===== src/rtl/spi_master_mc_if.sv =====
// Bundles the configuration, stream handshake, status and SPI pin signals of spi_master_mc.
// The master modport is the controller's view; the slave modport is the environment's view.
interface spi_master_mc_if #(
    parameter int unsigned DATA_W = 8,
    parameter int unsigned NUM_SS = 4,
    parameter int unsigned SS_W   = 2,
    parameter int unsigned DIV_W  = 8
);
    logic              cfg_cpol;
    logic              cfg_cpha;
    logic              cfg_lsb_first;
    logic [DIV_W-1:0]  cfg_div;
    logic [SS_W-1:0]   cfg_ss_sel;
    logic              cfg_loopback;
    logic              tx_valid;
    logic              tx_ready;
    logic [DATA_W-1:0] tx_data;
    logic              tx_last;
    logic              rx_valid;
    logic [DATA_W-1:0] rx_data;
    logic              busy;
    logic              done_irq;
    logic              sck;
    logic              mosi;
    logic              miso;
    logic [NUM_SS-1:0] ss_n;

    modport master (
        input  cfg_cpol, cfg_cpha, cfg_lsb_first, cfg_div, cfg_ss_sel, cfg_loopback,
        input  tx_valid, tx_data, tx_last, miso,
        output tx_ready, rx_valid, rx_data, busy, done_irq, sck, mosi, ss_n
    );

    modport slave (
        output cfg_cpol, cfg_cpha, cfg_lsb_first, cfg_div, cfg_ss_sel, cfg_loopback,
        output tx_valid, tx_data, tx_last, miso,
        input  tx_ready, rx_valid, rx_data, busy, done_irq, sck, mosi, ss_n
    );
endinterface


===== src/rtl/spi_master_mc.sv =====
// SPI master with configurable word width, SCK divider, CPOL/CPHA, bit order and slave select.
// Multi-word frames keep the select low between words (WAIT state).
// Optional feature: define SPI_LOOPBACK_EN to let cfg_loopback feed the internal mosi back
// into the receive path instead of the miso pin.
module spi_master_mc #(
    parameter int unsigned DATA_W = 8,
    parameter int unsigned NUM_SS = 4,
    parameter int unsigned SS_W   = 2,
    parameter int unsigned DIV_W  = 8
) (
    input logic           clk,
    input logic           rst_n,
    spi_master_mc_if.master bus
);
    localparam logic [2:0] ST_IDLE  = 3'd0;
    localparam logic [2:0] ST_SETUP = 3'd1;
    localparam logic [2:0] ST_XFER  = 3'd2;
    localparam logic [2:0] ST_HOLD  = 3'd3;
    localparam logic [2:0] ST_WAIT  = 3'd4;

    localparam int unsigned EDGES = 2 * DATA_W;
    localparam int unsigned EW    = $clog2(EDGES + 1);

    logic [2:0]        state_q, state_d;
    logic [DIV_W-1:0]  cnt_q, cnt_d;
    logic [DIV_W-1:0]  div_q, div_d;
    logic [EW-1:0]     edge_q, edge_d;
    logic [DATA_W-1:0] tx_sh_q, tx_sh_d;
    logic [DATA_W-1:0] rx_sh_q, rx_sh_d;
    logic [DATA_W-1:0] rx_data_q, rx_data_d;
    logic              rx_valid_q, rx_valid_d;
    logic              done_q, done_d;
    logic              sck_q, sck_d;
    logic              last_q, last_d;
    logic              cpha_q, cpha_d;
    logic              lsb_q, lsb_d;
    logic [NUM_SS-1:0] ss_n_q, ss_n_d;
    logic [NUM_SS-1:0] ss_dec;
    logic              accept, tick, leading, mosi_w, in_bit;

    assign accept = bus.tx_valid && bus.tx_ready;
    assign tick   = (cnt_q == div_q);
    // Even edge index = leading edge (sck moving away from its idle level)
    assign leading = ~edge_q[0];
    assign mosi_w  = lsb_q ? tx_sh_q[0] : tx_sh_q[DATA_W-1];

`ifdef SPI_LOOPBACK_EN
    assign in_bit = bus.cfg_loopback ? mosi_w : bus.miso;
`else
    assign in_bit = bus.miso;
`endif

    // Decode requested select; out-of-range indices leave every select high
    always_comb begin
        ss_dec = '1;
        for (int i = 0; i < NUM_SS; i++) begin
            ss_dec[i] = (bus.cfg_ss_sel != SS_W'(i));
        end
    end

    // Next-state logic for the frame sequencer and shift datapath
    always_comb begin
        state_d    = state_q;
        cnt_d      = cnt_q;
        div_d      = div_q;
        edge_d     = edge_q;
        tx_sh_d    = tx_sh_q;
        rx_sh_d    = rx_sh_q;
        rx_data_d  = rx_data_q;
        rx_valid_d = 1'b0;
        done_d     = 1'b0;
        sck_d      = sck_q;
        last_d     = last_q;
        cpha_d     = cpha_q;
        lsb_d      = lsb_q;
        ss_n_d     = ss_n_q;
        case (state_q)
            ST_IDLE: begin
                if (accept) begin
                    state_d = ST_SETUP;
                    cnt_d   = '0;
                    edge_d  = '0;
                    tx_sh_d = bus.tx_data;
                    last_d  = bus.tx_last;
                    cpha_d  = bus.cfg_cpha;
                    lsb_d   = bus.cfg_lsb_first;
                    div_d   = bus.cfg_div;
                    sck_d   = bus.cfg_cpol;
                    ss_n_d  = ss_dec;
                end
            end
            ST_SETUP: begin
                if (tick) begin
                    state_d = ST_XFER;
                    // Preload so the first SCK edge fires one cycle into XFER
                    cnt_d   = div_q;
                end else begin
                    cnt_d = cnt_q + 1'b1;
                end
            end
            ST_XFER: begin
                if (tick) begin
                    cnt_d = '0;
                    if (edge_q == EW'(EDGES)) begin
                        state_d    = ST_HOLD;
                        rx_valid_d = 1'b1;
                        rx_data_d  = rx_sh_q;
                    end else begin
                        sck_d  = ~sck_q;
                        edge_d = edge_q + 1'b1;
                        if (cpha_q ? !leading : leading) begin
                            rx_sh_d = lsb_q ? {in_bit, rx_sh_q[DATA_W-1:1]}
                                            : {rx_sh_q[DATA_W-2:0], in_bit};
                        end
                        // First bit is already on mosi, so neither the very first nor the
                        // very last edge shifts
                        if (edge_q != '0 && edge_q != EW'(EDGES - 1) &&
                            (cpha_q ? leading : !leading)) begin
                            tx_sh_d = lsb_q ? {1'b0, tx_sh_q[DATA_W-1:1]}
                                            : {tx_sh_q[DATA_W-2:0], 1'b0};
                        end
                    end
                end else begin
                    cnt_d = cnt_q + 1'b1;
                end
            end
            ST_HOLD: begin
                if (tick) begin
                    cnt_d = '0;
                    if (last_q) begin
                        state_d = ST_IDLE;
                        ss_n_d  = '1;
                        done_d  = 1'b1;
                    end else begin
                        state_d = ST_WAIT;
                    end
                end else begin
                    cnt_d = cnt_q + 1'b1;
                end
            end
            ST_WAIT: begin
                if (accept) begin
                    state_d = ST_SETUP;
                    cnt_d   = '0;
                    edge_d  = '0;
                    tx_sh_d = bus.tx_data;
                    last_d  = bus.tx_last;
                end
            end
            default: state_d = ST_IDLE;
        endcase
    end

    // State registers with asynchronous active-low reset
    always_ff @(posedge clk or negedge rst_n) begin
        if (!rst_n) begin
            state_q    <= ST_IDLE;
            cnt_q      <= '0;
            div_q      <= '0;
            edge_q     <= '0;
            tx_sh_q    <= '0;
            rx_sh_q    <= '0;
            rx_data_q  <= '0;
            rx_valid_q <= 1'b0;
            done_q     <= 1'b0;
            sck_q      <= 1'b0;
            last_q     <= 1'b0;
            cpha_q     <= 1'b0;
            lsb_q      <= 1'b0;
            ss_n_q     <= '1;
        end else begin
            state_q    <= state_d;
            cnt_q      <= cnt_d;
            div_q      <= div_d;
            edge_q     <= edge_d;
            tx_sh_q    <= tx_sh_d;
            rx_sh_q    <= rx_sh_d;
            rx_data_q  <= rx_data_d;
            rx_valid_q <= rx_valid_d;
            done_q     <= done_d;
            sck_q      <= sck_d;
            last_q     <= last_d;
            cpha_q     <= cpha_d;
            lsb_q      <= lsb_d;
            ss_n_q     <= ss_n_d;
        end
    end

    // Outputs; sck follows cfg_cpol live while idle
    always_comb begin
        bus.tx_ready = (state_q == ST_IDLE) || (state_q == ST_WAIT);
        bus.busy     = (state_q != ST_IDLE);
        bus.sck      = (state_q == ST_IDLE) ? bus.cfg_cpol : sck_q;
        bus.mosi     = mosi_w;
        bus.ss_n     = ss_n_q;
        bus.rx_valid = rx_valid_q;
        bus.rx_data  = rx_data_q;
        bus.done_irq = done_q;
    end
endmodule


===== src/flat_wrapper.sv =====
// flat-port wrapper written by rule: the top's interface ports become plain ports
module spi_master_mc_flat 
#(
    parameter int unsigned DATA_W = 8,
    parameter int unsigned NUM_SS = 4,
    parameter int unsigned SS_W   = 2,
    parameter int unsigned DIV_W  = 8
)
  (clk, rst_n, bus_cfg_cpol, bus_cfg_cpha, bus_cfg_lsb_first, bus_cfg_div, bus_cfg_ss_sel, bus_cfg_loopback, bus_tx_valid, bus_tx_data, bus_tx_last, bus_miso, bus_tx_ready, bus_rx_valid, bus_rx_data, bus_busy, bus_done_irq, bus_sck, bus_mosi, bus_ss_n);
  spi_master_mc_if #(.DATA_W(DATA_W), .NUM_SS(NUM_SS), .SS_W(SS_W), .DIV_W(DIV_W)) bus_i ();
  input logic clk;
  input logic rst_n;
  input wire logic [$bits(bus_i.cfg_cpol)-1:0] bus_cfg_cpol;
  input wire logic [$bits(bus_i.cfg_cpha)-1:0] bus_cfg_cpha;
  input wire logic [$bits(bus_i.cfg_lsb_first)-1:0] bus_cfg_lsb_first;
  input wire logic [$bits(bus_i.cfg_div)-1:0] bus_cfg_div;
  input wire logic [$bits(bus_i.cfg_ss_sel)-1:0] bus_cfg_ss_sel;
  input wire logic [$bits(bus_i.cfg_loopback)-1:0] bus_cfg_loopback;
  input wire logic [$bits(bus_i.tx_valid)-1:0] bus_tx_valid;
  input wire logic [$bits(bus_i.tx_data)-1:0] bus_tx_data;
  input wire logic [$bits(bus_i.tx_last)-1:0] bus_tx_last;
  input wire logic [$bits(bus_i.miso)-1:0] bus_miso;
  output wire logic [$bits(bus_i.tx_ready)-1:0] bus_tx_ready;
  output wire logic [$bits(bus_i.rx_valid)-1:0] bus_rx_valid;
  output wire logic [$bits(bus_i.rx_data)-1:0] bus_rx_data;
  output wire logic [$bits(bus_i.busy)-1:0] bus_busy;
  output wire logic [$bits(bus_i.done_irq)-1:0] bus_done_irq;
  output wire logic [$bits(bus_i.sck)-1:0] bus_sck;
  output wire logic [$bits(bus_i.mosi)-1:0] bus_mosi;
  output wire logic [$bits(bus_i.ss_n)-1:0] bus_ss_n;
  assign bus_i.cfg_cpol = bus_cfg_cpol;
  assign bus_i.cfg_cpha = bus_cfg_cpha;
  assign bus_i.cfg_lsb_first = bus_cfg_lsb_first;
  assign bus_i.cfg_div = bus_cfg_div;
  assign bus_i.cfg_ss_sel = bus_cfg_ss_sel;
  assign bus_i.cfg_loopback = bus_cfg_loopback;
  assign bus_i.tx_valid = bus_tx_valid;
  assign bus_i.tx_data = bus_tx_data;
  assign bus_i.tx_last = bus_tx_last;
  assign bus_i.miso = bus_miso;
  assign bus_tx_ready = bus_i.tx_ready;
  assign bus_rx_valid = bus_i.rx_valid;
  assign bus_rx_data = bus_i.rx_data;
  assign bus_busy = bus_i.busy;
  assign bus_done_irq = bus_i.done_irq;
  assign bus_sck = bus_i.sck;
  assign bus_mosi = bus_i.mosi;
  assign bus_ss_n = bus_i.ss_n;
  spi_master_mc #(.DATA_W(DATA_W), .NUM_SS(NUM_SS), .SS_W(SS_W), .DIV_W(DIV_W)) u_core (.clk(clk), .rst_n(rst_n), .bus(bus_i));
endmodule

===== config.mk =====
export PLATFORM = sky130hd
export DESIGN_NAME = spi_master_mc_flat
export DESIGN_NICKNAME = d
export VERILOG_FILES = /design/src/rtl/spi_master_mc_if.sv /design/src/rtl/spi_master_mc.sv /design/src/flat_wrapper.sv
export SDC_FILE = /design/constraint.sdc
export NUM_CORES = 1
export LEC_CHECK = 0
export CAP_MARGIN = 20
export CORE_AREA = 2 2 83 85
export DETAILED_ROUTE_END_ITERATION = 10
export DIE_AREA = 0 0 85 87
export PLACE_DENSITY = 0.7
export REMOVE_ABC_BUFFERS = 1
export SLEW_MARGIN = 20
export SYNTH_ARGS = -nofsm -noshare
export SYNTH_HDL_FRONTEND = slang
export SYNTH_SLANG_ARGS = --single-unit

===== constraint.sdc =====
create_clock -name clk -period 2 [get_ports clk]
set_input_delay 0.4 -clock clk [delete_from_list [all_inputs] [get_ports clk]]
set_output_delay 0.4 -clock clk [all_outputs]
set_load 0.01 [all_outputs]

==> results.md <==
* Clk buf depth at 2
* First-pass GRT wire length at 11490 um
* N_diodes at 0
* WP data arrival at approximately 2.2 ns
* Row cnt at 30
* Path length in cells of the critical path at 7
* Sequential share of power at ~37%
* Share of the synthesized area in the top cell type at ~44%
* Synthesized area at 3062 um^2
* YS warnings at 0
* Net Sw Frac at 35.97%
* Count of unique library cells instantiated by Yosys at 49
* Core area at 6569 um^2
* Number of global-route vias before repair at 2392
* Number of fillers in the final layout at 525
* CP peak stage delay at just over 0.4 ns
* Number of synthesized flops with an enable pin at 0
* Max-cap violations at 0
* R2R depth at 7
* Worst-Margin Slew at 0.3546 ns
* Most used flip-flop cell after synthesis: dfrtp_1
* Initial antenna violation count at 0
* CTS Hold Bufs at 0
* Die ar. at 7395 um^2
* Buffers on Ports at 43
* Final hold violations at 0
* Final nets at 415
* Hold Path Class: input port to async pin
* Worst Skew at slightly below 0.007 ns
* Avg Cell Area, Syn at around 10 um^2
* P&R area growth vs syn at 35.64%
* DRC Markers at 0
* Synthesized flop and latch total at between 50 and 60
* Combinational power share at 43.4%
* Final worst-path cycle share at 97.99%
* Critical path launch point type: register
* TritonRoute pass-1 iters at 4
* CTS tree: yes
* Top cell type by total area after synthesis: dfrtp_1
* Power Density at 1170 nW/um^2
* Final worst path period need at 1.960 ns
* GRT Total Usage at about a fifth
* Sequential area share after synthesis at 47.57%
* Grt total ovfl at 0
* CTS Buf Count at 9
* Setup CP Type: register to register
* Status: finished, final reports clean
* Clock sinks at between 50 and 60
* GP Congestion at 0.8612
* Number of H-tree levels at 3
* Leakage power at 1.939 nW
* Unrepaired setup endpoints after global routing: yes
* CP Cell Sequence: xor2_1 -> nor4_2 -> buf_4 -> nand2_4 -> nor3_4 -> buf_12 -> mux2_2
* Share of cells above drive strength 1 at 31.36%
* Internal Power at ~3.1 mW
* Net Switching at 1.748 mW
* Via count at 2503
* I/O pin count at 45
* Delay-heaviest family, CP: simple AND/OR/NAND/NOR gates
* Fraction of registers with async set or reset after synthesis at between 90% and 100%
* Most common cell after layout, fill and taps aside: nand2_1
* Largest net degree at the start of global routing at 59
* Post-route insts no fill at 469
* Worst-path fanout max at 9
* Routed len/inst at 15.11 um
* Final setup fails at 0
* Critical Path RT at 2.22 ns
* WL final at 7085 um
* Max-slew violation count at 0
* Crit end category: register
* Setup TNS at 0 ns
* Peak supply drop at 0.6792 mV
* Area contributors post-synth: dfrtp_1 (44%), mux2_2 (13%), nand2_1 (7.0%), dfstp_2 (3.4%), mux2i_1 (3.3%)
* Clock Latency Late Sink at 0.34 ns
* Initial Utilization at 46.61%
* Max Fclk at 510.3 MHz
* Slew headroom at 76.31%
* Clock share of power at 19.3%
* Via-per-instance ratio at between 5 and 6
* Slowest CP cell: dfrtp_1
* Most frequent cells in the layout: nand2_1 (57), dfrtp_1 (53), buf_4 (42)
* Die Ht at 87 um
* Worst-path clk slew at around 0.060 ns
* Initial drt markers at 123
* Die span in x at between 80 and 90 um
* Post-DP HPWL at 4792 um
* Syn Inst Count at 299
* Root Buffer: clkbuf_8
* WP buf/inv at 2
* Hold WS at 0.05112 ns
* DRT antenna net count at 0
* Cells after DPL at 445
[registers in the layout (all words and copies together) (netlist names)]
name	flops
u_core.bus.done_irq	1
u_core.bus.rx_data	8
u_core.bus.rx_valid	1
u_core.bus.ss_n	4
u_core.cnt_q	8
u_core.cpha_q	1
u_core.div_q	8
u_core.edge_q	5
u_core.last_q	1
u_core.lsb_q	1
u_core.rx_sh_q	8
u_core.sck_q	1
u_core.state_q	3
u_core.tx_sh_q	8
[worst register-to-register path, stage by stage, from the launching register on]
cell     delay, ns
dfrtp_1       0.41
xor2_1        0.19
nor4_2        0.28
buf_4         0.20
nand2_4       0.06
nor3_4        0.23
buf_12        0.16
mux2_2        0.33
[power by group through the flow]
| stage | sequential, mW | combinational [mW] | clock [mW] |
|---|---|---|---|
| floorplan | 1.87 | 1.06 | 0 |
| global placement | 1.81 | 1.86 | 0 |
| detailed placement | 1.82 | 1.90 | 0 |
| CTS | 1.81 | 1.97 | 0.958 |
| global route | 1.85 | 2.34 | 1.02 |
| finish | 1.81 | 2.11 | 0.936 |
[synth_stat cells (4+ instances only)]
master / number
a21oi_1: 5
and3_1: 5
clkbuf_1: 11
dfrtp_1: 54
dfstp_2: 4
ha_1: 4
inv_1: 8
mux2_2: 34
mux2i_1: 10
nand2_1: 57
nand3_1: 11
nand4_1: 4
nor2_1: 7
nor3_1: 6
o21ai_0: 17
o31ai_1: 6
xor2_1: 8
[metrics by stage]
| step | cell area, um^2 | util, % | worst slack, ns | power [mW] |
|---|---|---|---|---|
| 5_1_grt | 4153 | 63.22 | -0.07419 | 5.212 |
| 3_3_place_gp | 3836 | 58.40 | -0.04354 | 3.667 |
| 2_1_floorplan | 3010 | - | -0.4612 | 2.929 |
| 3_5_place_dp | 3836 | 58.40 | -0.05763 | 3.718 |
| 4_1_cts | 4055 | 61.73 | -0.02845 | 4.732 |
| 6_report | 4153 | 63.22 | 0.04029 | 4.858 |
[area by class of cell]
cell class                      instances  area [um^2]  area share [%]
Sequential cell                        58         1458           35.10
Inverter                                8        33.78          0.8135
Multi-Input combinational cell        220         1614           38.87
Clock inverter                          5        30.03          0.7231
Tap cell                               80        100.1           2.410
Clock buffer                           11        141.4           3.405
Timing Repair Buffer                   87        775.7           18.68
[kinds of logic (layout without fill, tap and decap cells)]
| kind of cell | Yosys count | after routing | synth area share (%) |
|---|---|---|---|
| simple gates | 119 | 119 | 20.19 |
| flops | 58 | 58 | 47.57 |
| compound gates | 44 | 44 | 9.604 |
| mux | 44 | 44 | 15.77 |
| buf+inv | 21 | 111 | 2.656 |
| xor+xnor | 9 | 9 | 2.575 |
| fa+ha+maj | 4 | 4 | 1.635 |
[per-layer routing]
layer / GRT usage, % / vias to the layer above / wire [um]
li1: - / 1236 / -
met1: 26.25 / 1210 / 3414
met2: 30.68 / 45 / 3315
met3: 4.645 / 12 / 239
met4: 9.091 / 0 / 116
met5: 0 / - / 0
[worst paths after layout]
kind,from,to,slack (ns)
max in group asynchronous,rst_n,u_core.bus.ss_n[1]$_DFFE_PN1P_,1.65
worst min-delay path,rst_n,u_core.div_q[2]$_DFFE_PN0P_,0.05
min in group clk,u_core.bus.ss_n[0]$_DFFE_PN1P_,u_core.bus.ss_n[0]$_DFFE_PN1P_,0.50
worst max register to register,u_core.div_q[0]$_DFFE_PN0P_,u_core.bus.rx_data[3]$_DFFE_PN0P_,0.04
worst min register to register,u_core.bus.ss_n[0]$_DFFE_PN1P_,u_core.bus.ss_n[0]$_DFFE_PN1P_,0.50
worst max-delay path,u_core.div_q[0]$_DFFE_PN0P_,u_core.bus.rx_data[3]$_DFFE_PN0P_,0.04
[what timing repair did]
item / CTS / global route
gates cloned: 0 / 0
buffers inserted: 1 / 7
resized for setup: 20 / 12
pin swaps: 5 / 7
endpoints found under the setup margin: 11 / 31
Power figures use the tool's default switching activity.
==> RTL change (config.mk and constraints unchanged) <==
The option `SPI_LOOPBACK_EN` is turned on by a define.
--- a/src/rtl/spi_master_mc.sv
+++ b/src/rtl/spi_master_mc.sv
@@ -3,4 +3,6 @@
 // Optional feature: define SPI_LOOPBACK_EN to let cfg_loopback feed the internal mosi back
 // into the receive path instead of the miso pin.
+`define SPI_LOOPBACK_EN
+
 module spi_master_mc #(
     parameter int unsigned DATA_W = 8,
Check against the original RTL: same outputs for any inputs over 10 cycles, from zero or initial values and one cycle with rst_n low; that may be too few to reach the edited logic, so the function may still have changed.
==> RTL change against the original RTL <==
The flow now finishes with violations (setup timing); cell area increased by 2.7%; highest routed layer unchanged; maximum frequency decreased by 9.6%; sequential cell count unchanged; routed wire length decreased by 2.3%; setup slack got worse by 0.21 ns; synthesized area decreased by 0.41%; non-clock buffer count increased by 6; die area unchanged; first-iteration DRC count decreased by 43%; total power increased by 9.3%.
==> RTL change: results <==
metrics = {
    "outcome": {
        "status": "finished, violations left",
        "violations": "setup timing",
    },
    "detailed_routing": {
        "routed_via_density": 5.42,
        "drt-initial-drc-count": 70,
        "finalWirelength_mm": 6.92,
    },
    "timing": {
        "fin_tns_setup_ns": -1.24,
        "finalSetupViolations": 12,
        "hold-worst-slack_ns": 0.0141,
        "clock_skew_ns": 0.00777,
        "fin_ws_ns": -0.167,
        "tightest_slew_ns": 0.485,
    },
    "pwr": {
        "vdd_drop_max_uv": 740,
        "leakagePower_nw": 1.95,
    },
    "yosys": {
        "synth_area_leaders": "dfrtp_1, mux2_2, mux2i_1",
        "syn_avg_cell_area_sq_um": 11.4,
        "synth.area.mux_share_pct": 20.3,
        "synth_compound_area_share_pct": 9.19,
        "yosys.area_share.adder_pct": 1.64,
        "synthXorXnorAreaFrac_pct": 2.59,
        "synth_cell_type_count": 54,
        "synth_common_cells": "dfrtp_1, mux2_2, nand2_1, mux2i_1, o21ai_0",
    },
    "worst_setup_path": {
        "slowest_delay_ns": 0.52,
        "crit_fanout": 8,
        "critPathArrivalTime_ns": 2.40,
        "cp_slowest_cell": "or4_4",
        "worstReg2RegStart": "u_core.edge_q[0]",
        "worstReg2RegEnd": "u_core.tx_sh_q[6]",
    },
    "placement": {
        "place.gp.congestion": 0.892,
        "placed_area_sq_mm": 0.00392,
        "placed_cells": 425,
        "dp_hpwl_mm": 4.75,
        "pre_cts_ws_ns": -0.276,
        "io_buffers": 44,
    },
    "layout": {
        "finalNetCount": 391,
        "drive_above_1_share_pct": 37.0,
        "instances_no_fill": 445,
    },
    "clock_network": {
        "cts_buffer_depth": 2,
        "cts_setup_buffers": 1,
        "cts_resized": 12,
    },
    "global_route": {
        "grt_max_degree": 40,
        "grt_pass1_wl_mm": 11.4,
        "antenna_found_initial": 0,
        "grt_pass1_vias": 2388,
        "grt.total_usage_pct": 19.6,
    },
}
-- RTL change: cell types whose count changed in the layout (fill, tap and decap cells not counted), sizes merged, moves of 3 or more --
cell / unedited run / this run
nand3: 12 / 9
inv: 7 / 11
nand3b: 3 / 0
mux2: 34 / 39
mux2i: 10 / 15
nand2: 58 / 25
a221o: 3 / 6
o31ai: 6 / 3
o21ai: 17 / 13
buf: 46 / 50
-- RTL change: area by class of cell --
cell class,instances,area (sq um)
Clock inverter,7,101
Clock buffer,9,124
Timing Repair Buffer,93,841
Sequential cell,58,1460
Multi-Input combinational cell,189,1610
Inverter,9,33.8
Tap cell,80,100
Fill cell,501,2300
-- RTL change: worst max-delay path by stage --
| stage | end | cells after the start | startpoint |
|---|---|---|---|
| floorplan | u_core.tx_sh_q[0] | 6 | u_core.edge_q[0] |
| global placement | u_core.tx_sh_q[4] | 7 | u_core.edge_q[1] |
| detailed placement | u_core.tx_sh_q[2] | 7 | u_core.edge_q[1] |
| CTS | u_core.tx_sh_q[5] | 8 | u_core.edge_q[0] |
| global route | u_core.tx_sh_q[1] | 7 | u_core.edge_q[0] |
| finish | u_core.tx_sh_q[6] | 7 | u_core.edge_q[0] |
-- RTL change: power breakdown --
part	internal, mW	leakage [nW]	switching (mW)	total [mW]
Sequential	1.54	0.729	0.281	1.82
Combinational	1.25	1.11	1.01	2.25
Clock	0.711	0.106	0.524	1.24
Total	3.50	1.95	1.81	5.31
-- RTL change: per-layer routing --
layer / GRT usage, % / up-vias / wire (um)
li1: - / 1165 / -
met1: 25.3 / 1189 / 3150
met2: 32.5 / 47 / 3430
met3: 4.45 / 9 / 226
met4: 7.36 / 0 / 116
met5: 0 / - / 0
